### src/rtl/king_escape_scanner.sv
`default_nettype none
// ============================================================================
// Module   : king_escape_scanner
// Purpose  : Time-shares one external check evaluator to classify a king.
//            Evaluates the king's current square, then a trial board for each
//            of the 8 adjacent king moves, and reports check status, an
//            escape mask, its popcount and a trapped flag.
// Ports    : clk_i, rst_ni        - clock, asynchronous active-low reset
//            start_i, is_white_i  - scan request and side (accepted in IDLE)
//            board_in_i           - 12 x 64-bit bitboards, slice k at [64k+:64]
//            eval_board_o,
//            eval_is_white_o      - registered board/side to the evaluator
//            eval_in_check_i      - evaluator result
//            busy_o, done_o       - scan in progress / results-valid pulse
//            no_king_o, in_check_o, escape_mask_o, escape_count_o,
//            king_trapped_o       - scan results, held until next start
// Revision : 1.0 - initial release
// ============================================================================
module king_escape_scanner #(
  parameter int EVAL_WAIT = 1
) (
  input  logic         clk_i,
  input  logic         rst_ni,
  input  logic         start_i,
  input  logic         is_white_i,
  input  logic [767:0] board_in_i,
  output logic [767:0] eval_board_o,
  output logic         eval_is_white_o,
  input  logic         eval_in_check_i,
  output logic         busy_o,
  output logic         done_o,
  output logic         no_king_o,
  output logic         in_check_o,
  output logic [7:0]   escape_mask_o,
  output logic [3:0]   escape_count_o,
  output logic         king_trapped_o
);

  typedef enum logic [2:0] {
    S_IDLE        = 3'd0,
    S_LOAD        = 3'd1,
    S_CUR_DRIVE   = 3'd2,
    S_CUR_SAMPLE  = 3'd3,
    S_CAND_DRIVE  = 3'd4,
    S_CAND_SAMPLE = 3'd5,
    S_DONE        = 3'd6
  } state_t;

  localparam logic [1:0] C_WAIT_LAST = 2'(EVAL_WAIT - 1);

  state_t         state_q;
  logic [767:0]   board_q;
  logic           is_white_q;
  logic [2:0]     king_file_q;
  logic [2:0]     king_rank_q;
  logic [2:0]     d_q;
  logic [1:0]     wait_q;
  logic           cand_valid_q;

  function automatic logic [3:0] popcnt8(input logic [7:0] v);
    logic [3:0] n;
    n = 4'd0;
    for (int i = 0; i < 8; i++) n = n + 4'(v[i]);
    return n;
  endfunction

  // King finder: lowest set bit of the selected king slice.
  logic [63:0] w_king_slice;
  logic [5:0]  w_king_idx;
  always_comb begin
    w_king_slice = is_white_q ? board_q[704 +: 64] : board_q[320 +: 64];
    w_king_idx   = 6'd0;
    for (int i = 63; i >= 0; i--) begin
      if (w_king_slice[i]) w_king_idx = 6'(i);
    end
  end

  // The trial board is registered one cycle before its DRIVE state, so while
  // sampling direction d the builder is already producing direction d+1.
  logic [2:0]        w_dir;
  logic signed [4:0] w_df, w_dr, w_dst_f, w_dst_r;
  logic              w_in_range, w_valid;
  logic [5:0]        w_dest_idx;
  logic [63:0]       w_dest, w_origin, w_friend_occ;
  logic [767:0]      w_trial;

  always_comb begin
    w_dir = (state_q == S_CAND_SAMPLE) ? d_q + 3'd1 : d_q;
    w_df  = 5'sd0;
    w_dr  = 5'sd0;
    case (w_dir)
      3'd0: begin w_df =  5'sd0; w_dr =  5'sd1; end  // N
      3'd1: begin w_df =  5'sd1; w_dr =  5'sd1; end  // NE
      3'd2: begin w_df =  5'sd1; w_dr =  5'sd0; end  // E
      3'd3: begin w_df =  5'sd1; w_dr = -5'sd1; end  // SE
      3'd4: begin w_df =  5'sd0; w_dr = -5'sd1; end  // S
      3'd5: begin w_df = -5'sd1; w_dr = -5'sd1; end  // SW
      3'd6: begin w_df = -5'sd1; w_dr =  5'sd0; end  // W
      default: begin w_df = -5'sd1; w_dr = 5'sd1; end // NW
    endcase
    w_dst_f    = $signed({2'b00, king_file_q}) + w_df;
    w_dst_r    = $signed({2'b00, king_rank_q}) + w_dr;
    w_in_range = (w_dst_f >= 5'sd0) && (w_dst_f <= 5'sd7) &&
                 (w_dst_r >= 5'sd0) && (w_dst_r <= 5'sd7);
    w_dest_idx = {w_dst_r[2:0], w_dst_f[2:0]};
    w_dest     = 64'd1 << w_dest_idx;
    w_origin   = 64'd1 << {king_rank_q, king_file_q};

    w_friend_occ = '0;
    for (int k = 0; k < 6; k++) begin
      w_friend_occ = w_friend_occ |
                     (is_white_q ? board_q[64*(k+6) +: 64] : board_q[64*k +: 64]);
    end
    w_valid = w_in_range && !w_friend_occ[w_dest_idx];

    // Move the friendly king, capture whatever enemy piece sits on the
    // destination; invalid candidates keep the untouched board.
    w_trial = board_q;
    if (w_valid) begin
      for (int k = 0; k < 12; k++) begin
        if ((k >= 6) == is_white_q) begin
          if (k == 5 || k == 11)
            w_trial[64*k +: 64] = (board_q[64*k +: 64] & ~w_origin) | w_dest;
        end else begin
          w_trial[64*k +: 64] = board_q[64*k +: 64] & ~w_dest;
        end
      end
    end
  end

  logic [7:0] w_mask_next;
  assign w_mask_next = escape_mask_o |
                       ({7'b0, cand_valid_q & ~eval_in_check_i} << d_q);

  always_ff @(posedge clk_i or negedge rst_ni) begin
    if (!rst_ni) begin
      state_q         <= S_IDLE;
      board_q         <= '0;
      is_white_q      <= 1'b0;
      king_file_q     <= 3'd0;
      king_rank_q     <= 3'd0;
      d_q             <= 3'd0;
      wait_q          <= 2'd0;
      cand_valid_q    <= 1'b0;
      eval_board_o    <= '0;
      eval_is_white_o <= 1'b0;
      busy_o          <= 1'b0;
      done_o          <= 1'b0;
      no_king_o       <= 1'b0;
      in_check_o      <= 1'b0;
      escape_mask_o   <= 8'd0;
      escape_count_o  <= 4'd0;
      king_trapped_o  <= 1'b0;
    end else begin
      case (state_q)
        S_IDLE: begin
          done_o <= 1'b0;
          if (start_i) begin
            board_q        <= board_in_i;
            is_white_q     <= is_white_i;
            escape_mask_o  <= 8'd0;
            escape_count_o <= 4'd0;
            in_check_o     <= 1'b0;
            no_king_o      <= 1'b0;
            king_trapped_o <= 1'b0;
            busy_o         <= 1'b1;
            state_q        <= S_LOAD;
          end
        end
        S_LOAD: begin
          king_file_q <= w_king_idx[2:0];
          king_rank_q <= w_king_idx[5:3];
          if (w_king_slice == 64'd0) begin
            no_king_o <= 1'b1;
            done_o    <= 1'b1;
            state_q   <= S_DONE;
          end else begin
            d_q             <= 3'd0;
            wait_q          <= 2'd0;
            eval_board_o    <= board_q;
            eval_is_white_o <= is_white_q;
            state_q         <= S_CUR_DRIVE;
          end
        end
        S_CUR_DRIVE, S_CAND_DRIVE: begin
          if (wait_q == C_WAIT_LAST) begin
            wait_q  <= 2'd0;
            state_q <= (state_q == S_CUR_DRIVE) ? S_CUR_SAMPLE : S_CAND_SAMPLE;
          end else begin
            wait_q <= wait_q + 2'd1;
          end
        end
        S_CUR_SAMPLE: begin
          in_check_o   <= eval_in_check_i;
          eval_board_o <= w_trial;
          cand_valid_q <= w_valid;
          state_q      <= S_CAND_DRIVE;
        end
        S_CAND_SAMPLE: begin
          escape_mask_o <= w_mask_next;
          if (d_q == 3'd7) begin
            escape_count_o <= popcnt8(w_mask_next);
            king_trapped_o <= in_check_o && (w_mask_next == 8'd0);
            done_o         <= 1'b1;
            state_q        <= S_DONE;
          end else begin
            d_q          <= d_q + 3'd1;
            eval_board_o <= w_trial;
            cand_valid_q <= w_valid;
            state_q      <= S_CAND_DRIVE;
          end
        end
        S_DONE: begin
          done_o  <= 1'b0;
          busy_o  <= 1'b0;
          state_q <= S_IDLE;
        end
        default: state_q <= S_IDLE;
      endcase
    end
  end

endmodule
`default_nettype wire

### config.mk
export PLATFORM = sky130hd
export DESIGN_NAME = king_escape_scanner
export DESIGN_NICKNAME = d
export VERILOG_FILES = /design/src/rtl/king_escape_scanner.sv
export SDC_FILE = /design/constraint.sdc
export NUM_CORES = 2
export LEC_CHECK = 0
export BUFFER_PORTS_ARGS = -buffer_cell sky130_fd_sc_hd__clkbuf_2
export CORE_AREA = 2 2 600 602
export DETAILED_ROUTE_END_ITERATION = 16
export DIE_AREA = 0 0 602 604
export GPL_TIMING_DRIVEN = 0
export PLACE_DENSITY_LB_ADDON = 0.12
export SETUP_SLACK_MARGIN = 0.02
export SLEW_MARGIN = 15
export SYNTH_ARGS = -nofsm -noshare
export SYNTH_HDL_FRONTEND = slang
export SYNTH_SLANG_ARGS = --single-unit
### constraint.sdc
create_clock -name clk_i -period 12.1 [get_ports clk_i]
set_input_delay 0 -clock clk_i [delete_from_list [all_inputs] [get_ports clk_i]]
set_output_delay 0 -clock clk_i [all_outputs]
set_load 0.1 [all_outputs]
==> impl_results.md <==
* Gate Count Post-Synth at 8083
* Register area share after synthesis at a little under three fifths
* Clock power share at between 10% and 20%
* DR iter-0 viols at 7259
* DP HPWL at 459000 um
* Status: finished with violations
* Setup repair bufs after CTS at 0
* Slew Viols, Final at 2
* Antenna Nets Post-Route at 0
* Die Span X at 602 um
* Buffers on Ports at 1558
* DRC viols at 0
* Worst r2r src: state_q[1]
* Die H at 604 um
* Largest cells by area after synthesis: dfrtp_1 57%, nand2_1 20%, o21ai_0 5.9%
* Clock-pin slew on the worst setup and hold paths at around 0.060 ns
* Sw frac at 60.7%
* Die ar. at 364000 um^2
* Worst endpoint data arrival time at about 10 ns
* Clock Sinks at 1570
* Post-CTS Hold Fix Bufs at roughly 1500
* RSZ-0062 raised after global routing: no
* Reg2reg path depth at 18
* #FFs+latches synth at 1570
* Final Util at between 20 and 30%
* Number of CTS-inserted buffers at 207
* Register share of total power at 26.0%
* Global-route wire length before repair at 753000 um
* Reg2reg end: eval_board_o[766]
* 1st-pass router iterations at 8
* Synth Flop Type: dfrtp_1
* Non-Filler Instances at 16500
* Sw power at between 0.02 and 0.025 W
* Max-cap violations at 1
* Top post-synthesis cells by count: 3716 x nand2_1, 1570 x dfrtp_1, 818 x o21ai_0, 326 x clkbuf_1, 295 x nor2_1
* Delay-heaviest family, CP: buffers and inverters
* Post-CTS Resized at 0
* Post-synth ARST share at between 90% and 100%
* Design Power at 0.0383 W
* Area leader, netlist: dfrtp_1
* GRT Overall Usage at between 30% and 40%
* EDFF count, synth at 0
* WP data required at 12.92 ns
* CP Capture Type: flip-flop
* Setup CP Type: reg2reg
* Final Hold Fails at 0
* Clock period minus worst slack at 9.23 ns
* IO Count at 1559
* Nets at 12300
* Part of the power in combinational logic at 57.2%
* Number of antenna violations at the first check in global routing at 207
* Top-count cell post-synth: nand2_1
* H-tree levels at 4
* Pint at around 0.015 W
* Starting Density at 19.3%
* Synth warn at 0
* Routed vias/inst at 4.75
* Final setup fails at 0
* Critical Path Source Type: flip-flop
* Synth-to-Final Area Change at 54.8%
* LEAKAGE at 50.7 nW
* Synth cell types at 82
* Relative max-transition margin at -2.63%
* Sum Neg Setup Slack at 0 ns
* Mapped cell area at about 70000 um^2
* Largest net degree at the start of global routing at just over 90
* Congestion Overflow GR at 0
* Hold WC Path Type: in2async
* Crit path depth at 18
* Routability congestion estimate at 0.960
* Root Driver: clkbuf_16
* Peak supply drop at 0.211 mV
* TritonCTS clock tree: done
* Routed wire per std cell at ~35 um
* Top cell type's share of synthesized area at 56.8%
* CP bufs+invs at 6
* Critical Path End: eval_board_o[766]
* Mean Syn Cell Area at 8.55 um^2
* CP Cell Sequence: nand3b_1 > inv_1 > buf_2 > ha_1 > a22oi_1 > fa_1 > clkbuf_1 > and2_0 > clkbuf_1 > o21ai_0 > a32oi_1 > o311ai_2 > o211a_1 > nand4_2 > clkbuf_1 > clkbuf_1 > o21ai_0 > o21ai_0
* Most used cell, CP: clkbuf_1
* Tcrit/Tclk final at 76.3%
* Number of global-route vias before repair at ~80000
* CP max FO at 10
* Proportion of layout cells with a drive suffix above 1 at 19.5%
* Deepest clock path buffer count at 4
* Routed WL at 580000 um
* Post-Syn Nets at 8879
* Maximum clock frequency at 108 MHz
* Cells after DPL at 14500
* Total number of vias at between 70000 and 80000
* Critical Path Max Stage Delay at 1.05 ns
* Violated checks: max-capacitance violations, max-slew violations
* Slowest-stage cell, CP: clkbuf_1
* Setup crit start: state_q[1]
* Row Count at 220
* Worst Skew at 0.0620 ns
* Clk_lat worst skew at 0.96 ns
* PD cells at 358 nW/um^2
* R2R setup slack at about 2.9 ns
* Core Box Area at 358000 um^2
* Worst-margin pin slew at 1.53 ns
## tightest hold or removal path: cells and delay by family
family | cells | cell delay [ns]
buffers and inverters | 4 | 1.56
## layer usage
layer	global-route usage [%]	vias up	routed length [um]	share of wire [%]
met5	0	-	564	0.097
met4	16.2	90	35800	6.2
met3	6.55	1108	39700	6.8
met2	51.0	3742	269000	46
met1	38.2	39700	235000	40
li1	-	33600	-	-
## worst min-delay path by stage
stage / start / endpoint / slack [ns] / depth (start not counted)
floorplan: rst_ni / board_q[0] / -0.30 / 0
global placement: board_in_i[603] / board_q[603] / 0.20 / 3
detailed placement: rst_ni / board_q[453] / 0.08 / 1
CTS: rst_ni / board_q[453] / 0.18 / 4
global route: rst_ni / eval_board_o[78] / 0.25 / 4
finish: rst_ni / board_q[453] / 0.22 / 4
## state kept, by name (all words and copies together) (netlist names), 2 cells and up
| register | flops |
|---|---|
| king_file_q | 3 |
| d_q | 3 |
| board_q | 768 |
| eval_board_o | 768 |
| escape_count_o | 4 |
| wait_q | 2 |
| state_q | 3 |
| escape_mask_o | 8 |
| king_rank_q | 3 |
## metrics by stage
step	setup slack (ns)	hold WS, ns	area (um^2)
finish	2.87	0.221	107000
global route	3.18	0.248	107000
CTS	3.41	0.184	107000
detailed placement	3.48	0.0768	84500
global placement	-32.94	0.196	82900
floorplan	7.49	-0.296	69100
## cell usage in the layout (no fill, tap or decap), drive strengths merged, types with 10 or more instances in the layout
| cell | instances |
|---|---|
| bufinv | 11 |
| mux2i | 22 |
| clkinvlp | 11 |
| a211oi | 10 |
| o22ai | 29 |
| or3 | 15 |
| nand2 | 3716 |
| a22oi | 63 |
| dlygate4sd3 | 1544 |
| nor4b | 50 |
| nor4 | 67 |
| nor3 | 134 |
| o31a | 63 |
| clkinv | 43 |
| mux2 | 13 |
| o221ai | 17 |
| and2 | 22 |
| a31o | 13 |
| nor2 | 305 |
| or2 | 15 |
| buf | 215 |
| dfrtp | 1570 |
| a21boi | 52 |
| a31oi | 66 |
| nor3b | 33 |
| a22o | 29 |
| diode | 69 |
| inv | 52 |
| nand3 | 23 |
| o21ai | 822 |
| nand2b | 82 |
| nor2b | 18 |
| ha | 17 |
| o211ai | 46 |
| clkbuf | 2184 |
| or4 | 26 |
| a21oi | 88 |
## kinds of logic (layout without fill, tap and decap cells)
family | after synthesis | after routing | synth area share (%)
and+or+nand+nor | 4528 | 4528 | 26.5
adders and majority gates | 23 | 23 | 0.482
DFF | 1570 | 1570 | 56.8
buffers and inverters | 517 | 4060 | 3.30
AOI/OAI and AO/OA | 1404 | 1404 | 12.2
muxes | 35 | 35 | 0.530
xor gates and xnor gates | 6 | 6 | 0.0760
other | 0 | 69 | 0
## power groups by stage
stage	registers [W]	clock network, W	logic, W
global placement	0.00998	0	0.0212
global route	0.0102	0.00673	0.0226
detailed placement	0.00998	0	0.0214
floorplan	0.0169	0	0.00529
finish	0.00997	0.00643	0.0219
CTS	0.00991	0.00654	0.0219
## final cells by class
class / count / area (um^2)
inverter: 46 / 173
fill: 38600 / 251000
tap: 4773 / 5970
sequential: 1570 / 39300
antenna: 69 / 173
clock buffer: 300 / 5960
clock inverter: 71 / 828
buffer: 471 / 2230
multi-input combinational: 5996 / 27800
timing repair buffer: 3172 / 24500
(Power assumes the default switching activity.)
